[config.mk]
export PLATFORM = sky130hd
export DESIGN_NAME = clkdiv_ctrl
export DESIGN_NICKNAME = d
export VERILOG_FILES = /design/src/rtl/clkdiv_ctrl.sv
export SDC_FILE = /design/constraint.sdc
export NUM_CORES = 1
export LEC_CHECK = 0
export CORE_UTILIZATION = 30
export DETAILED_ROUTE_END_ITERATION = 12
export PLACE_DENSITY_LB_ADDON = 0.1
export SLEW_MARGIN = 20
export SYNTH_ARGS = -nofsm -noshare
export SYNTH_HDL_FRONTEND = slang
export SYNTH_SLANG_ARGS = --single-unit
export TNS_END_PERCENT = 1
[constraint.sdc]
create_clock -name CLK -period 4.9 [get_ports CLK]
set_input_delay 0.735 -clock CLK [delete_from_list [all_inputs] [get_ports CLK]]
set_output_delay 0.735 -clock CLK [all_outputs]
set_load 0.03 [all_outputs]
[src/rtl/clkdiv_ctrl.sv]
// Run/stop and divisor controller for the quadrature clock divider: produces 0/90-degree
// divided phases and edge strobes, with run-time divisor changes applied only at period wraps.
module clkdiv_ctrl #(
   parameter int WIDTH       = 16,
   parameter int DEFAULT_DIV = 4
) (
   input  logic             CLK,
   input  logic             RST,
   input  logic             run,
   input  logic             div_req,
   input  logic [WIDTH-1:0] div_value,
   output logic             div_ack,
   output logic             div_err,
   output logic             busy,
   output logic             phase_0,
   output logic             phase_90,
   output logic             en_0,
   output logic             en_90,
   output logic [1:0]       dbg_state
);

   // Handshake: a request is the 0->1 edge of div_req with div_value sampled in that cycle;
   // it is answered by exactly one div_ack or div_err pulse, except edges seen while busy,
   // which are ignored. The requester holds div_req until the answer and then drops it.

   typedef enum logic [1:0] {
      IDLE = 2'd0,
      RUN  = 2'd1,
      PEND = 2'd2
   } state_t;

   localparam logic [WIDTH-1:0] DEF_N = WIDTH'(DEFAULT_DIV);
   localparam logic [WIDTH-1:0] ONE   = WIDTH'(1);
   localparam logic [WIDTH-1:0] MIN_N = WIDTH'(4);

   state_t           state;
   logic [WIDTH-1:0] cnt;
   logic [WIDTH-1:0] n_active;
   logic [WIDTH-1:0] n_pend;
   logic [WIDTH-1:0] cnt_inc;
   logic             req_q;
   logic             req_edge;
   logic             req_ok;
   logic             take_req;
   logic             at_wrap;

   assign req_edge  = div_req & ~req_q;
   assign req_ok    = (div_value >= MIN_N) && (div_value[1:0] == 2'b00);
   assign take_req  = req_edge & req_ok & (state != PEND);
   assign at_wrap   = (cnt == n_active - ONE);
   assign cnt_inc   = at_wrap ? '0 : cnt + ONE;
   assign dbg_state = state;

   // Output pattern for a given count under divisor n: {phase_0, phase_90, en_0, en_90}.
   function automatic logic [3:0] decode(input logic [WIDTH-1:0] c, input logic [WIDTH-1:0] n);
      logic [WIDTH-1:0] half;
      logic [WIDTH-1:0] quart;
      half   = n >> 1;
      quart  = n >> 2;
      decode = {c < half, (c >= quart) && (c < half + quart), c == '0, c == quart};
   endfunction

   always_ff @(posedge CLK or posedge RST) begin
      if (RST) begin
         state    <= IDLE;
         cnt      <= '0;
         n_active <= DEF_N;
         n_pend   <= DEF_N;
         req_q    <= 1'b0;
         div_ack  <= 1'b0;
         div_err  <= 1'b0;
         busy     <= 1'b0;
         {phase_0, phase_90, en_0, en_90} <= 4'b0000;
      end else begin
         req_q   <= div_req;
         div_ack <= 1'b0;
         div_err <= req_edge & ~req_ok & (state != PEND);
         if (!run) begin
            // Stopping truncates the period; a pending divisor is committed on the way out.
            state <= IDLE;
            cnt   <= '0;
            busy  <= 1'b0;
            {phase_0, phase_90, en_0, en_90} <= 4'b0000;
            if (state == PEND) begin
               n_active <= n_pend;
               div_ack  <= 1'b1;
            end else if (take_req) begin
               n_active <= div_value;
               div_ack  <= 1'b1;
            end
         end else begin
            case (state)
               IDLE: begin
                  state <= RUN;
                  cnt   <= '0;
                  if (take_req) begin
                     n_active <= div_value;
                     div_ack  <= 1'b1;
                     {phase_0, phase_90, en_0, en_90} <= decode('0, div_value);
                  end else begin
                     {phase_0, phase_90, en_0, en_90} <= decode('0, n_active);
                  end
               end
               RUN: begin
                  cnt <= cnt_inc;
                  {phase_0, phase_90, en_0, en_90} <= decode(cnt_inc, n_active);
                  if (take_req) begin
                     state  <= PEND;
                     n_pend <= div_value;
                     busy   <= 1'b1;
                  end
               end
               PEND: begin
                  if (at_wrap) begin
                     state    <= RUN;
                     cnt      <= '0;
                     n_active <= n_pend;
                     div_ack  <= 1'b1;
                     busy     <= 1'b0;
                     {phase_0, phase_90, en_0, en_90} <= decode('0, n_pend);
                  end else begin
                     cnt <= cnt_inc;
                     {phase_0, phase_90, en_0, en_90} <= decode(cnt_inc, n_active);
                  end
               end
               default: begin
                  state <= IDLE;
                  cnt   <= '0;
                  busy  <= 1'b0;
                  {phase_0, phase_90, en_0, en_90} <= 4'b0000;
               end
            endcase
         end
      end
   end

endmodule
[Word-level counts from Yosys, hierarchy flattened]
Index checks and enable logic that the tools add are counted.
Storage, ports and cells
  word-level logic and storage cells: 98
  register bits: 58
  output and inout port bits: 9
Operators by class
  $add $sub $neg: 5
  $lt $le $gt $ge: 13
  equality and inequality tests: 9
  muxes and demuxes: 37
  reduce and logical (&&, ||, !) cells: 15
  bitwise gates (word level): 7
Operator list (count)
  2-to-1 mux 16 bit: 7
  logical NOT 16 bit: 4
  one-hot mux 16 bit (2 select lines): 2
  adder 15 x 14 -> 16 bit: 3
  < comparator 1 x 16 -> 1 bit, first input constant: 3
  < comparator 1 x 15 -> 1 bit, first input constant: 3
  greater-or-equal comparator 1 x 14 -> 1 bit, first input constant: 3
  2-to-1 mux 1 bit: 18
  adder 16 x 1 -> 16 bit, second input constant: 1
  == test 16 x 14 -> 1 bit: 1
  == test 16 bit: 1
  greater-or-equal comparator 16 x 14 -> 1 bit: 1
  greater-or-equal comparator 16 x 3 -> 1 bit, second input constant: 1
  < comparator 16 x 15 -> 1 bit: 1
  < comparator 16 bit: 1
  subtractor 16 x 1 -> 16 bit, second input constant: 1
  one-hot mux 1 bit (3 select lines): 5
  2-to-1 mux 2 bit: 3
  != test 3 bit, second input constant: 2
  one-hot mux 2 bit (3 select lines): 1
  AND reduction 3 bit: 2
  bitwise AND 1 bit: 5
  logical AND 1 bit: 5
  logical NOT 2 bit: 2
  7 further kinds: 10

[Depth between registers and ports, before layout]
  depth after elaboration: 8
  gate-level depth with buffers: 20
  mapped depth without buffers: 18

[Worst setup path before layout]
OpenSTA, ideal clock, no wires.
  path type: register -> register
  start: reg n_active[4]
  end: reg phase_90
  clock period less this slack: 3976 ps
  stages on the path, launching flop included: 19
  path slack: 924 ps
  data arrival time: 3876 ps
  required time: 4799 ps
  setup time: 101 ps
  cell sequence: dfrtp_1 -> inv_1 -> ha_1 -> nand3_1 -> o32ai_1 -> xnor2_1 -> nand3_1 -> nor3_2 -> clkbuf_1 -> buf_1 -> nor2_1 -> ha_1 -> nand4_1 -> inv_1 -> nand3_1 -> a2111oi_0 -> o21ai_0 -> o211a_1 -> o32ai_1
Between the ends
  word-level cells in the longest chain between the ends: 8
  elaborated cells on any way between the ends: 14
RTL lines
  start: declaration: RTL line 38  | logic [WIDTH-1:0] n_active;
  start signal: assignment: RTL line 85  | n_active <= n_pend;
  start signal: assignment: RTL line 88  | n_active <= div_value;
  start signal: assignment: RTL line 97  | n_active <= div_value;
  subtractor 16 x 1 -> 16 bit: RTL line 50  | assign at_wrap = (cnt == n_active - ONE);
  == test 16 bit: RTL line 50
  2-to-1 mux 16 bit: RTL line 51  | assign cnt_inc = at_wrap ? '0 : cnt + ONE;
  greater-or-equal comparator 16 x 14 -> 1 bit / < comparator 16 bit (equally long branches): RTL line 60  | decode = {c < half, (c >= quart) && (c < half + quart), c == '0, c == quart};
  logical AND 1 bit: RTL line 60
  2-to-1 mux 1 bit: RTL line 114  | if (at_wrap) begin
  one-hot mux 1 bit (3 select lines) (*): RTL line 92  | case (state)
  2-to-1 mux 1 bit (*): RTL line 78  | if (!run) begin
  end signal: assignment: RTL line 99  | {phase_0, phase_90, en_0, en_90} <= decode('0, div_value);
  end signal: assignment: RTL line 101  | {phase_0, phase_90, en_0, en_90} <= decode('0, n_active);
  end signal: assignment: RTL line 120  | {phase_0, phase_90, en_0, en_90} <= decode('0, n_pend);
  end: declaration: RTL line 16  | output logic phase_90,
Mark *: on every way between the ends. The rest lies on a longest branch, timed or not.
A chain may end at the register's enable or synchronous reset.

[Final worst setup path]
  start: reg n_active[5]
  end: reg phase_0
Between the ends
  word-level cells in the longest chain between the ends: 7
  elaborated cells on any way between the ends: 9
RTL lines
  subtractor 16 x 1 -> 16 bit: RTL line 50
  == test 16 bit: RTL line 50
  2-to-1 mux 16 bit: RTL line 51
  < comparator 16 x 15 -> 1 bit: RTL line 60
  2-to-1 mux 1 bit: RTL line 114
  one-hot mux 1 bit (3 select lines) (*): RTL line 92
  2-to-1 mux 1 bit (*): RTL line 78
  end signal: assignment: RTL line 99
  end signal: assignment: RTL line 101
  end signal: assignment: RTL line 120
  end: declaration: RTL line 15  | output logic phase_0,
Marks and branches as above.

==> qor.txt <==
root buf cell - clkbuf_16
Seq/Total Area, Yosys - 20.9%
die height - 154 microns
period utilization - 86.8%
Min-Delay Path Depth - 1
Mapped Area - 0.00696 sq mm
minimum clock period - 4250 ps
initial detailed-routing violation count - 326
first-pass GRT wire length - 34500 microns
Crit Path Category - flip-flop to flip-flop
Net Count, Synth - 977
Worst Tran Pin Value - 687 ps
Peak Freq - 235 MHz
post-synthesis mux area share - 5.94%
HPWL Detailed - 18000 microns
area delta synth->final - 13.9%
Worst-path clk slew - 60 ps
slew margin rel. - 53.8%
chip width - 154 microns
endpoints failing setup - 0
Yosys reg bits - 58
Fillers - 2388
outcome - finished clean
Initial Utilization - 30.6%
P_sw - 2.28 mW
Post-Syn Area per Cell - 8.43 sq um
Placeable Area - 0.0227 sq mm
main combinational cell family by area after synthesis - adder cells
Antenna Nets Post-Route - 0
CTS Buf Count - 9
post-synthesis compound-gate area fraction - 17.5%
Synth Area in Adders - 24.1%
Int Power - 2.34 mW
VDD IR max - 199 uV
Detailed Routing Iterations Pass 1 - 4
post-synthesis xor/xnor area fraction - 7.68%
asr flop ratio synth - 100%
Clk Latency, worst-skew pair - 350 ps
PostCTS Resize Cnt - 0
multi-input logic area - 0.00516 sq mm
EDFF count, synth - 0
via count - 5970
Max FO, Critical Path - 13
Hold Vio Cnt, Final - 0
die area - 0.0238 sq mm
DR vias/cell - 5.21
most frequent cells in the layout - ha_1, inv_1, nor2_1
cell row count - 55
hold_buf cts - 0
Final TNS setup - 0 ps
routability cong. - 0.833
initial antenna violation count - 0
Synth Instances - 825
placed cells - 1130
Max Root-Sink Buffers - 2
Comb power frac - 67.1%
Synth cell types - 72
worst min-delay path category - flip-flop to flip-flop
CTS tree - yes
total of max-cap violations - 0
fin worst setup slack - 646 ps
Sink Count - 58
synth warn - 0
Crit path buffers/inverters - 3
Tot GR Track Use - 19.4%
unrepaired setup endpoints after global routing - false
Leak - 3.67 nW
crit start category - flip-flop
Register Area - 0.00145 sq mm
worst endpoint data arrival time - 4450 ps
io pins - 29
Setup Buffers After CTS - 0
slowest cell on the critical path - dfrtp_1
Ant. Diodes - 0
Seq pwr share - 17.6%
top_reg_cell synth - dfrtp_1
r2r worst-path depth - 16
CP Depth - 16
Largest stage delay, worst path - 440 ps
# DRC - 0
Slew Limit Fails - 0
Critical Path RT - 5100 ps
simple-gate portion of the synthesized area - 19.0%
most common cell after layout, fill and taps aside - ha_1
CP Cell Sequence - inv_1 -> ha_1 -> nand3_1 -> o32ai_1 -> xnor2_1 -> nand3_1 -> nor3_2 -> buf_4 -> nor2_1 -> ha_1 -> nand3_1 -> a2111oi_0 -> a2111oi_0 -> buf_4 -> nor4_1 -> o22ai_1
gr ovfl total - 0
hold slack - 505 ps
switching part of the total - 49.4%
# H-tree levels - 3
vias in the first global route - 6046
port buffer count - 28
dpl ws - 465 ps
final cell count without fillers - 1145
clock share of power - 15.3%
nets - 1008
top cell family by delay on the critical path - simple AND/OR/NAND/NOR gates
critical path endpoint category - flip-flop
layout cells sized above 1 - 5.23%
pin count of the biggest net entering global routing - 44
Power Density - 584 mW/mm^2
most used cell, CP - nand3_1
skew final - 6.22 ps
DR WL/cell - 19.4 microns
final WL - 22200 microns
cell usage after synthesis, drive strengths merged, types with 6 or more instances:
master	instances	area, sq um
o211ai	8	60.1
nor3	24	125
nor2b	17	106
nand3	31	160
ha	129	1610
a2111oi	6	52.6
o21a	8	60.1
a21oi	38	194
nor4	7	43.8
xnor2	38	333
nand2	51	191
xor2	23	201
and3	6	38.8
a21o	14	106
nor2	64	240
o31ai	6	45.0
and2	6	37.5
clkbuf	13	48.8
o21bai	6	45.0
nand4	16	100
mux2i	39	390
a31oi	7	43.8
inv	73	274
nand2b	12	75.1
dfrtp	56	1400
o21ai	47	243
layout make-up:
type,count,area share (%)
Timing Repair Buffer,37,4.39
Inverter,73,3.49
Sequential cell,58,18.4
Tap cell,285,4.50
Clock inverter,1,0.379
Clock buffer,14,3.71
Multi-Input combinational cell,677,65.2
layer usage:
| layer | share of wire (%) | vias to the layer above | GRT usage [%] |
|---|---|---|---|
| li1 | - | 3019 | - |
| met1 | 48 | 2829 | 25.7 |
| met2 | 47 | 93 | 32.5 |
| met3 | 2.2 | 29 | 2.30 |
| met4 | 2.5 | 0 | 6.74 |
| met5 | 0 | - | 0 |
cell families (layout without fill, tap and decap cells):
group / Yosys count / after routing
buffers and inverters: 90 / 125
AND/OR/NAND/NOR: 259 / 259
flip-flops: 58 / 58
AO/OA/AOI/OAI: 184 / 184
XOR/XNOR: 61 / 61
multiplexers: 41 / 41
adder cells (fa/ha/maj): 132 / 132
registers in the layout (all words and copies together), names as in the netlist:
signal	cells
busy	1
req_q	1
dbg_state	2
phase_0	1
div_ack	1
div_err	1
en_90	1
n_active	16
phase_90	1
cnt	16
n_pend	16
en_0	1
worst paths after layout:
path,startpoint,to,slack (ps)
max reg2reg,n_active[5],phase_0,650
min,n_pend[0],n_pend[0],500
min in group asynchronous,RST,busy,840
max in group asynchronous,RST,cnt[9],3380
min reg2reg,n_pend[0],n_pend[0],500
max,n_active[5],phase_0,650
metrics by stage:
step           utilization, %  area, sq um  power [mW]
6_report                 34.9         7920        4.62
5_1_grt                  34.9         7920        5.04
4_1_cts                  34.9         7920        4.64
3_5_place_dp             33.4         7590        3.90
3_3_place_gp             33.4         7590        3.94
2_1_floorplan               -         6960        3.02
power groups by stage:
stage / registers (mW) / logic, mW / clock network (mW)
finish: 0.812 / 3.10 / 0.707
global route: 0.837 / 3.46 / 0.743
CTS: 0.813 / 3.10 / 0.727
detailed placement: 0.820 / 3.08 / 0
global placement: 0.822 / 3.12 / 0
floorplan: 0.795 / 2.22 / 0
No activity file was read; power rests on OpenSTA's default activity.
